File: src/rtl/agent_link_pkg.sv
// Shared types and constants for the two-source agent link arbiter.
//   state_e     : arbiter FSM states
//   src_e       : beat source tag carried on the link
//   link_beat_t : payload held by the link output register
package agent_link_pkg;

  localparam int unsigned LINK_DATA_W = 8;

  typedef enum logic [1:0] {
    IDLE = 2'd0,
    GNT0 = 2'd1,
    GNT1 = 2'd2
  } state_e;

  typedef enum logic {
    SRC0 = 1'b0,
    SRC1 = 1'b1
  } src_e;

  typedef struct packed {
    logic [LINK_DATA_W-1:0] data;
    logic                   last;
    src_e                   src;
  } link_beat_t;

endpackage

File: src/rtl/agent_link_if.sv
// Bundle of the two source request channels, the shared link and the grant.
//   master : arbiter side (accepts source beats, drives the link and grant)
//   slave  : environment side (agent sources and the receiving agent)
interface agent_link_if
  import agent_link_pkg::*;
#(
  parameter int unsigned DATA_W = LINK_DATA_W
) ();

  logic              req0_valid;
  logic [DATA_W-1:0] req0_data;
  logic              req0_last;
  logic              req0_ready;
  logic              req1_valid;
  logic [DATA_W-1:0] req1_data;
  logic              req1_last;
  logic              req1_ready;
  logic              link_valid;
  logic [DATA_W-1:0] link_data;
  logic              link_last;
  logic              link_src;
  logic              link_ready;
  logic [1:0]        grant;

  modport master (
    input  req0_valid, req0_data, req0_last,
    input  req1_valid, req1_data, req1_last,
    input  link_ready,
    output req0_ready, req1_ready,
    output link_valid, link_data, link_last, link_src,
    output grant
  );

  modport slave (
    output req0_valid, req0_data, req0_last,
    output req1_valid, req1_data, req1_last,
    output link_ready,
    input  req0_ready, req1_ready,
    input  link_valid, link_data, link_last, link_src,
    input  grant
  );

endinterface

File: src/rtl/agent_link_oreg.sv
// Single-entry valid/ready output register for the link.
//   clk, reset_n : clock, async active-low reset (held beat is dropped)
//   i_load       : capture i_beat this cycle
//   i_beat       : beat payload {data, last, src}
//   i_ready      : downstream accepts the held beat
//   o_valid      : held beat is valid
//   o_beat       : held beat payload
//   o_space_c    : a new beat may be loaded this cycle (combinational)
module agent_link_oreg
  import agent_link_pkg::*;
(
  input  logic       clk,
  input  logic       reset_n,
  input  logic       i_load,
  input  link_beat_t i_beat,
  input  logic       i_ready,
  output logic       o_valid,
  output link_beat_t o_beat,
  output logic       o_space_c
);

  logic       r_valid;
  link_beat_t r_beat;

  // Load wins over drain so a simultaneous drain+load keeps the link busy.
  always_ff @(posedge clk or negedge reset_n) begin
    if (!reset_n) begin
      r_valid <= 1'b0;
      r_beat  <= '0;
    end else if (i_load) begin
      r_valid <= 1'b1;
      r_beat  <= i_beat;
    end else if (i_ready) begin
      r_valid <= 1'b0;
    end
  end

  assign o_valid   = r_valid;
  assign o_beat    = r_beat;
  assign o_space_c = !r_valid || i_ready;

endmodule

File: src/rtl/agent_link_arbiter.sv
// Round-robin burst arbiter sharing one link between agent source 0 and 1.
// A grant is held until the source sends a last beat or MAX_BURST beats.
//   clk, reset_n : clock, async active-low reset
//   link.req0_*  : agent 0 request channel (valid/data/last in, ready out)
//   link.req1_*  : agent 1 request channel (valid/data/last in, ready out)
//   link.link_*  : registered link beat with source tag, link_ready in
//   link.grant   : one-hot current grant, 2'b00 when idle
module agent_link_arbiter
  import agent_link_pkg::*;
#(
  parameter int unsigned DATA_W    = LINK_DATA_W,
  parameter int unsigned MAX_BURST = 16,
  parameter int unsigned CNT_W     = $clog2(MAX_BURST + 1)
) (
  input logic          clk,
  input logic          reset_n,
  agent_link_if.master link
);

  state_e           r_state;
  state_e           w_state_nxt;
  logic             r_last_winner;
  logic             w_last_winner_nxt;
  logic [CNT_W-1:0] r_cnt;
  logic [CNT_W-1:0] w_cnt_nxt;

  logic       w_space;
  logic       w_rdy0;
  logic       w_rdy1;
  logic       w_acc0;
  logic       w_acc1;
  logic       w_acc;
  logic       w_acc_last;
  logic       w_cap;
  logic       w_release;
  link_beat_t w_beat_in;
  link_beat_t w_beat_out;
  logic       w_out_valid;

  // Ready is offered only to the granted source when the output stage has room.
  assign w_rdy0     = (r_state == GNT0) && w_space;
  assign w_rdy1     = (r_state == GNT1) && w_space;
  assign w_acc0     = link.req0_valid && w_rdy0;
  assign w_acc1     = link.req1_valid && w_rdy1;
  assign w_acc      = w_acc0 || w_acc1;
  assign w_acc_last = w_acc1 ? link.req1_last : link.req0_last;
  assign w_cap      = (r_cnt == CNT_W'(MAX_BURST - 1));
  assign w_release  = w_acc && (w_acc_last || w_cap);

  assign w_beat_in.data = w_acc1 ? LINK_DATA_W'(link.req1_data)
                                 : LINK_DATA_W'(link.req0_data);
  assign w_beat_in.last = w_acc_last;
  assign w_beat_in.src  = w_acc1 ? SRC1 : SRC0;

  agent_link_oreg u_oreg (
    .clk       (clk),
    .reset_n   (reset_n),
    .i_load    (w_acc),
    .i_beat    (w_beat_in),
    .i_ready   (link.link_ready),
    .o_valid   (w_out_valid),
    .o_beat    (w_beat_out),
    .o_space_c (w_space)
  );

  // State, round-robin pointer and burst counter.
  always_ff @(posedge clk or negedge reset_n) begin
    if (!reset_n) begin
      r_state       <= IDLE;
      r_last_winner <= 1'b1;
      r_cnt         <= '0;
    end else begin
      r_state       <= w_state_nxt;
      r_last_winner <= w_last_winner_nxt;
      r_cnt         <= w_cnt_nxt;
    end
  end

  // Next-state: arbitrate in IDLE, hand over directly on release if the other side waits.
  always_comb begin
    w_state_nxt       = r_state;
    w_last_winner_nxt = r_last_winner;
    w_cnt_nxt         = r_cnt;
    if (w_acc) begin
      w_cnt_nxt = r_cnt + CNT_W'(1);
    end
    unique case (r_state)
      IDLE: begin
        if (link.req0_valid && link.req1_valid) begin
          w_state_nxt = r_last_winner ? GNT0 : GNT1;
        end else if (link.req0_valid) begin
          w_state_nxt = GNT0;
        end else if (link.req1_valid) begin
          w_state_nxt = GNT1;
        end
      end
      GNT0: begin
        if (w_release) begin
          w_state_nxt = link.req1_valid ? GNT1 : IDLE;
        end
      end
      GNT1: begin
        if (w_release) begin
          w_state_nxt = link.req0_valid ? GNT0 : IDLE;
        end
      end
      default: begin
        w_state_nxt = IDLE;
      end
    endcase
    // A fresh grant starts a new burst count and becomes the last winner.
    if ((w_state_nxt != r_state) && (w_state_nxt != IDLE)) begin
      w_last_winner_nxt = (w_state_nxt == GNT1);
      w_cnt_nxt         = '0;
    end
  end

  assign link.req0_ready = w_rdy0;
  assign link.req1_ready = w_rdy1;
  assign link.link_valid = w_out_valid;
  assign link.link_data  = DATA_W'(w_beat_out.data);
  assign link.link_last  = w_beat_out.last;
  assign link.link_src   = w_beat_out.src;
  assign link.grant      = {r_state == GNT1, r_state == GNT0};

endmodule

File: src/flat_wrapper.sv
// flat-port wrapper written by rule: the top's interface ports become plain ports
module agent_link_arbiter_flat import agent_link_pkg::*;
#(
  parameter int unsigned DATA_W    = LINK_DATA_W,
  parameter int unsigned MAX_BURST = 16,
  parameter int unsigned CNT_W     = $clog2(MAX_BURST + 1)
)
  (clk, reset_n, link_req0_valid, link_req0_data, link_req0_last, link_req1_valid, link_req1_data, link_req1_last, link_link_ready, link_req0_ready, link_req1_ready, link_link_valid, link_link_data, link_link_last, link_link_src, link_grant);
  agent_link_if #(.DATA_W(DATA_W)) link_i ();
  input logic clk;
  input logic reset_n;
  input wire logic [$bits(link_i.req0_valid)-1:0] link_req0_valid;
  input wire logic [$bits(link_i.req0_data)-1:0] link_req0_data;
  input wire logic [$bits(link_i.req0_last)-1:0] link_req0_last;
  input wire logic [$bits(link_i.req1_valid)-1:0] link_req1_valid;
  input wire logic [$bits(link_i.req1_data)-1:0] link_req1_data;
  input wire logic [$bits(link_i.req1_last)-1:0] link_req1_last;
  input wire logic [$bits(link_i.link_ready)-1:0] link_link_ready;
  output wire logic [$bits(link_i.req0_ready)-1:0] link_req0_ready;
  output wire logic [$bits(link_i.req1_ready)-1:0] link_req1_ready;
  output wire logic [$bits(link_i.link_valid)-1:0] link_link_valid;
  output wire logic [$bits(link_i.link_data)-1:0] link_link_data;
  output wire logic [$bits(link_i.link_last)-1:0] link_link_last;
  output wire logic [$bits(link_i.link_src)-1:0] link_link_src;
  output wire logic [$bits(link_i.grant)-1:0] link_grant;
  assign link_i.req0_valid = link_req0_valid;
  assign link_i.req0_data = link_req0_data;
  assign link_i.req0_last = link_req0_last;
  assign link_i.req1_valid = link_req1_valid;
  assign link_i.req1_data = link_req1_data;
  assign link_i.req1_last = link_req1_last;
  assign link_i.link_ready = link_link_ready;
  assign link_req0_ready = link_i.req0_ready;
  assign link_req1_ready = link_i.req1_ready;
  assign link_link_valid = link_i.link_valid;
  assign link_link_data = link_i.link_data;
  assign link_link_last = link_i.link_last;
  assign link_link_src = link_i.link_src;
  assign link_grant = link_i.grant;
  agent_link_arbiter #(.DATA_W(DATA_W), .MAX_BURST(MAX_BURST), .CNT_W(CNT_W)) u_core (.clk(clk), .reset_n(reset_n), .link(link_i));
endmodule
File: config.mk
export PLATFORM = sky130hd
export DESIGN_NAME = agent_link_arbiter_flat
export DESIGN_NICKNAME = d
export VERILOG_FILES = /design/src/rtl/agent_link_pkg.sv /design/src/rtl/agent_link_if.sv /design/src/rtl/agent_link_oreg.sv /design/src/rtl/agent_link_arbiter.sv /design/src/flat_wrapper.sv
export SDC_FILE = /design/constraint.sdc
export NUM_CORES = 1
export LEC_CHECK = 0
export CAP_MARGIN = 20
export CORE_ASPECT_RATIO = 0.7
export CORE_MARGIN = 8
export CORE_UTILIZATION = 44
export DETAILED_ROUTE_END_ITERATION = 12
export PLACE_DENSITY = 0.85
export REMOVE_ABC_BUFFERS = 1
export SYNTH_ARGS = -nofsm -noshare
export SYNTH_HDL_FRONTEND = slang
export SYNTH_SLANG_ARGS = --single-unit
File: constraint.sdc
create_clock -name clk -period 1.85 [get_ports clk]
set_input_delay 0.2775 -clock clk [delete_from_list [all_inputs] [get_ports clk]]
set_output_delay 0.2775 -clock clk [all_outputs]
set_load 0.02 [all_outputs]
* Word level (Yosys, flattened, before mapping)
Index checks and enable logic that the tools add are counted.
** Cells by class
- $add $sub $neg :: 1
- Multiply operators :: 0
- Divide/modulo/power cells :: 0
- $lt $le $gt $ge :: 0
- Equality and inequality tests :: 5
- Shift operators :: 0
- Multiplexer cells :: 16
- Bitwise gates (word level) :: 0
- Reduce and logical (&&, ||, !) cells :: 15
** Operator list (count)
- two-way mux 2 bit :: 7
- two-way mux 5 bit :: 2
- two-way mux 8 bit :: 1
- logical AND 1 bit :: 7
- case mux 2 bit (3 select lines) :: 1
- nonzero test 2 bit :: 3
- adder 5 x 1 -> 5 bit, second input constant :: 1
- == test 5 x 4 -> 1 bit, second input constant :: 1
- two-way mux 1 bit :: 5
- == test 2 bit, second input constant :: 2
- logical OR 1 bit :: 3
- == test 2 x 1 -> 1 bit, second input constant :: 1
- logical NOT 2 bit :: 1
- != test 2 bit :: 1
- logical NOT 1 bit :: 1
** Word-level totals
- Register bits after elaboration :: 19
- Latch bits :: 0
- Bits in writable memories :: 0
- Bits in read-only memories :: 0
- Input port bits :: 23
- Output and inout port bits :: 15
- Memories kept :: 0

* Depth between registers and ports, before layout
- Word-level depth :: 12
- Depth in mapped cells :: 6
- Depth with buffers taken out :: 6

* Modules after synthesis
From an unflattened synthesis, not the netlist that was laid out.
** Unflattened totals
- Cell total of the unflattened synthesis :: 112
- Area, all modules :: 1118.6 µm²
** Modules (own cells, without submodules)
- agent_link_arbiter :: times used 1, cells an instance 88, area an instance 673.1 µm², sequential area each 201.4 µm²
- agent_link_oreg :: times used 1, cells an instance 24, area an instance 445.4 µm², sequential area each 275.3 µm²

* Worst setup path before layout
Ideal clock, no wire load.
- Path kind :: register -> register
- Start point :: register u_core.r_state[1]
- End point :: register u_core.u_oreg.r_beat, in the netlist u_core.u_oreg.o_beat[0]
- Setup time :: 0.118 ns
- Arrival :: 1.582 ns
- Required time :: 1.732 ns
- Setup slack :: 0.150 ns
- Stages on the path, launching flop included :: 6
- Clock period less this slack :: 1.700 ns
- Cell sequence :: dfrtp_1 buf_2 nor2b_1 nor2b_1 nand2_1 a21o_1
** Between the ends
- Word-level cells in the longest chain between the ends :: 4
- Elaborated cells on any way between the ends :: 8
- Those cells by class :: eq/ne: 2; mux: 1; reduce/logical: 5
** Ends and longest elaborated chain
- from (decl) :: line agent_link_arbiter.sv:20 : state_e r_state;
- from (signal assigned) :: line agent_link_arbiter.sv:73 : r_state <= w_state_nxt;
- == test 2 x 1 -> 1 bit
- named net link_grant[0] :: line flat_wrapper.sv:25 : output wire logic [$bits(link_i.grant)-1:0] link_grant;
- logical AND 1 bit :: line agent_link_arbiter.sv:41 : assign w_rdy0 = (r_state == GNT0) && w_space;
- named net link_req0_ready :: line flat_wrapper.sv:19 : output wire logic [$bits(link_i.req0_ready)-1:0] link_req0_ready;
- logical AND 1 bit :: line agent_link_arbiter.sv:43 : assign w_acc0 = link.req0_valid && w_rdy0;
- logical OR 1 bit :: line agent_link_arbiter.sv:45 : assign w_acc = w_acc0 || w_acc1;
- to (signal assigned) :: line agent_link_oreg.sv:32 : r_beat <= i_beat;
- to (decl) :: line agent_link_oreg.sv:23 : link_beat_t r_beat;
The timed path passes the listed nets, and every way through them passes these cells.
A chain may end at the register's enable or synchronous reset.

* Final worst setup path
- Start point :: register u_core.r_cnt[0]
- End point :: register u_core.r_cnt[3]
** Between the ends
- Word-level cells in the longest chain between the ends :: 8
- Elaborated cells on any way between the ends :: 13
- Those cells by class :: add/sub: 1; eq/ne: 2; mux: 5; reduce/logical: 5
** Ends and longest elaborated chain
- from (decl) :: line agent_link_arbiter.sv:24 : logic [CNT_W-1:0] r_cnt;
- from (signal assigned) :: line agent_link_arbiter.sv:75 : r_cnt <= w_cnt_nxt;
- == test 5 x 4 -> 1 bit :: line agent_link_arbiter.sv:47 : assign w_cap = (r_cnt == CNT_W'(MAX_BURST - 1));
- logical OR 1 bit :: line agent_link_arbiter.sv:48 : assign w_release = w_acc && (w_acc_last || w_cap);
- logical AND 1 bit :: line agent_link_arbiter.sv:48
- two-way mux 2 bit (on tied branches) :: line agent_link_arbiter.sv:103, agent_link_arbiter.sv:98
- case mux 2 bit (3 select lines) :: line agent_link_arbiter.sv:87 : unique case (r_state)
- != test 2 bit / nonzero test 2 bit (equally long branches) :: line agent_link_arbiter.sv:112 : if ((w_state_nxt != r_state) && (w_state_nxt != IDLE)) begin
- logical AND 1 bit :: line agent_link_arbiter.sv:112
- two-way mux 5 bit / nonzero test 2 bit (equally long branches)
Parallel ways exist; a longest one is shown, timed or not. The select of a mux whose other input is x is not followed.

==> run metrics <==
number of routed nets with antenna violations=0; Power Dens Cells=~1400 mW/mm^2; Layout area overhead=49.6%; Post-CTS Hold Buffers=0; detailed placement HPWL=about 2300 um; Placer Congestion=about 0.83; drt pass-1 iters=4; Synth Register Bits=19; WL/cell=between 15 and 20 um; die area=0.00433 mm^2; final hold vios=0; Final nets=~190; worst setup path category=register to register; area of the core=~0.0024 mm^2; post-route minimum period=roughly 1800 ps; top_reg_cell synth=dfrtp_1; Fmax achieved=around 550 MHz; Vias=a little over 1,000; Worst Skew=slightly below 9 ps; commonest non-fill, non-tap cell in the layout=clkdlybuf4s50_1; hold crit path type=primary input to asynchronous set/reset pin; Rows=15; DP Cell Count=between 150 and 200; leak pwr=about 0.70 nW; fin crit share=98.7%; Die W=roughly 75 um; IO buf count=37; CTS max path bufs=2; n_diodes=0; number of flops mapped to enable cells by yosys=0; top-level port count=38; Detailed Route Iter0 Violations=70; drt total wl=~2900 um; Max-cap violations=0; vias per cell=approximately 5.3; H-tree levels=1; clk slew on worst S/H paths=around 110 ps; Skew-Pair Late Insertion Delay=about 310 ps; placed cell area=roughly 0.0016 mm^2; CP required=about 2100 ps; Seq/Total Area, Yosys=between 40 and 50%; actual slew at the worst max-slew pin=approximately 530 ps; Worst EP arrival=between 2000 and 2500 ps; commonest non-fill, non-tap cells in the layout=clkdlybuf4s50_1, dfrtp_1, nand2_1, buf_4, o21ai_0; cts bufs inserted=3; post-synthesis cell count=109; status=completed; GR Util All Layers=~14%; first-pass GRT wire length=4570 um; Ys Warns=0; pin count of the biggest net entering global routing=20; Cell Count, Final, Fillers Out=just under 200; Slew Viols, Final=0; CTS tree=done; DRC Markers=0; grt ovf=0; post-synthesis async set-or-reset flop share=100%; root buf cell=clkbuf_4; share of post-route cells with drive strength above 1=roughly 17%; pre-CTS WS=-29.5 ps; Cell Area, Synth=~0.0011 mm^2; die height=57.5 um; initial antenna violation count=0; Final setup viols=0; Final WS setup=about 24 ps; vias in the first global route=roughly 1,000; final instance area=about 0.0016 mm^2; peak supply drop=around 530 uV; crit start category=register; CTS sink count=19; Distinct cells, synth=37; crit-path max FO=7; Max transition margin=64.7%; syn avg cell area=9.93 um^2; critical path endpoint category=register; Initial Util=around 45%
==> logic make-up after synthesis <==
| group | synth area share (%) |
|---|---|
| and+or+nand+nor | 20.0 |
| buffers and inverters | 3.12 |
| AOI/OAI and AO/OA | 22.2 |
| adders and majority gates | 2.31 |
| DFF | 44.0 |
| muxes | 8.32 |
==> metrics by stage <==
step                      TNS (ps)  total power [mW]  hold slack, ps  util (%)
after floorplan                  0              1.43           -18.1         -
after global placement           0              2.03             459      65.3
after global routing          -183              2.45             325      67.4
after detailed placement     -29.5              2.08             469      65.3
after CTS                        0              2.28             316      66.3
final                            0              2.31             300      67.4
==> sequential cells by signal (all words and copies together), names as in the netlist <==
signal,flops
u_core.u_oreg.o_valid,1
u_core.r_cnt,5
u_core.u_oreg.o_beat,10
u_core.r_state,2
u_core.r_last_winner,1
==> metal layers <==
layer	part of all wire [%]	vias to the layer above	wire (um)	global-route usage, %
li1	-	494	-	-
met1	43	486	1260	15.3
met2	49	34	1430	23.4
met3	7.3	4	215	4.20
met4	1.2	0	36	4.09
met5	0	-	0	0
==> power breakdown <==
part	total (mW)	internal, mW	switching [mW]	leakage, nW
logic	1.39	0.673	0.716	0.449
registers	0.699	0.593	0.107	0.238
clock network	0.217	0.0808	0.136	0.0177
total	2.31	1.35	0.959	0.705
==> cell type report <==
type / instances / area (um^2)
Multi-Input combinational cell: 83 / 578
Fill cell: 187 / 783
Tap cell: 34 / 42.5
Sequential cell: 19 / 477
Clock inverter: 1 / 5.00
Inverter: 3 / 11.3
Timing Repair Buffer: 50 / 483
Clock buffer: 3 / 22.5
==> worst paths after layout <==
check	start	to	slack [ps]	depth (start not counted)
max	u_core.r_cnt[0]$_DFFE_PN0P_	u_core.r_cnt[3]$_DFFE_PN0P_	20	7
min	reset_n	u_core.r_cnt[0]$_DFFE_PN0P_	300	1
max reg2reg	u_core.r_cnt[0]$_DFFE_PN0P_	u_core.r_cnt[3]$_DFFE_PN0P_	20	7
min reg2reg	u_core.u_oreg.o_beat[0]$_DFFE_PN0P_	u_core.u_oreg.o_beat[0]$_DFFE_PN0P_	500	1
max in group asynchronous	reset_n	u_core.u_oreg.o_beat[0]$_DFFE_PN0P_	1030	2
min in group clk	u_core.u_oreg.o_beat[0]$_DFFE_PN0P_	u_core.u_oreg.o_beat[0]$_DFFE_PN0P_	500	1
==> timing repair <==
action,4_1_cts,5_1_grt
gates resized for setup,3,4
buffers inserted,0,2
pin swaps,0,1
endpoints found under the setup margin,3,9
==> worst max-delay path, stage by stage (launching register included) <==
cell and delay (ps):
dfrtp_1 430, ha_2 230, and3_1 190, ha_1 220, a211oi_4 250, buf_6 170
o211ai_2 90, a31oi_1 180
==> synthesized netlist by cell type, types with 2 or more instances <==
library cell | n | area, um^2
dfrtp_1 | 18 | 450
nand2_1 | 16 | 60.1
o21ai_0 | 10 | 50.1
mux2i_1 | 9 | 90.1
nor2b_1 | 7 | 43.8
a21oi_1 | 3 | 15.0
buf_2 | 3 | 15.0
inv_1 | 3 | 11.3
nor2_1 | 3 | 11.3
o211ai_1 | 3 | 22.5
o21ai_1 | 3 | 15.0
a21o_1 | 2 | 15.0
and2b_1 | 2 | 15.0
ha_1 | 2 | 25.0
nand2b_1 | 2 | 12.5
nand3_1 | 2 | 10.0
Power figures use the tool's default switching activity.
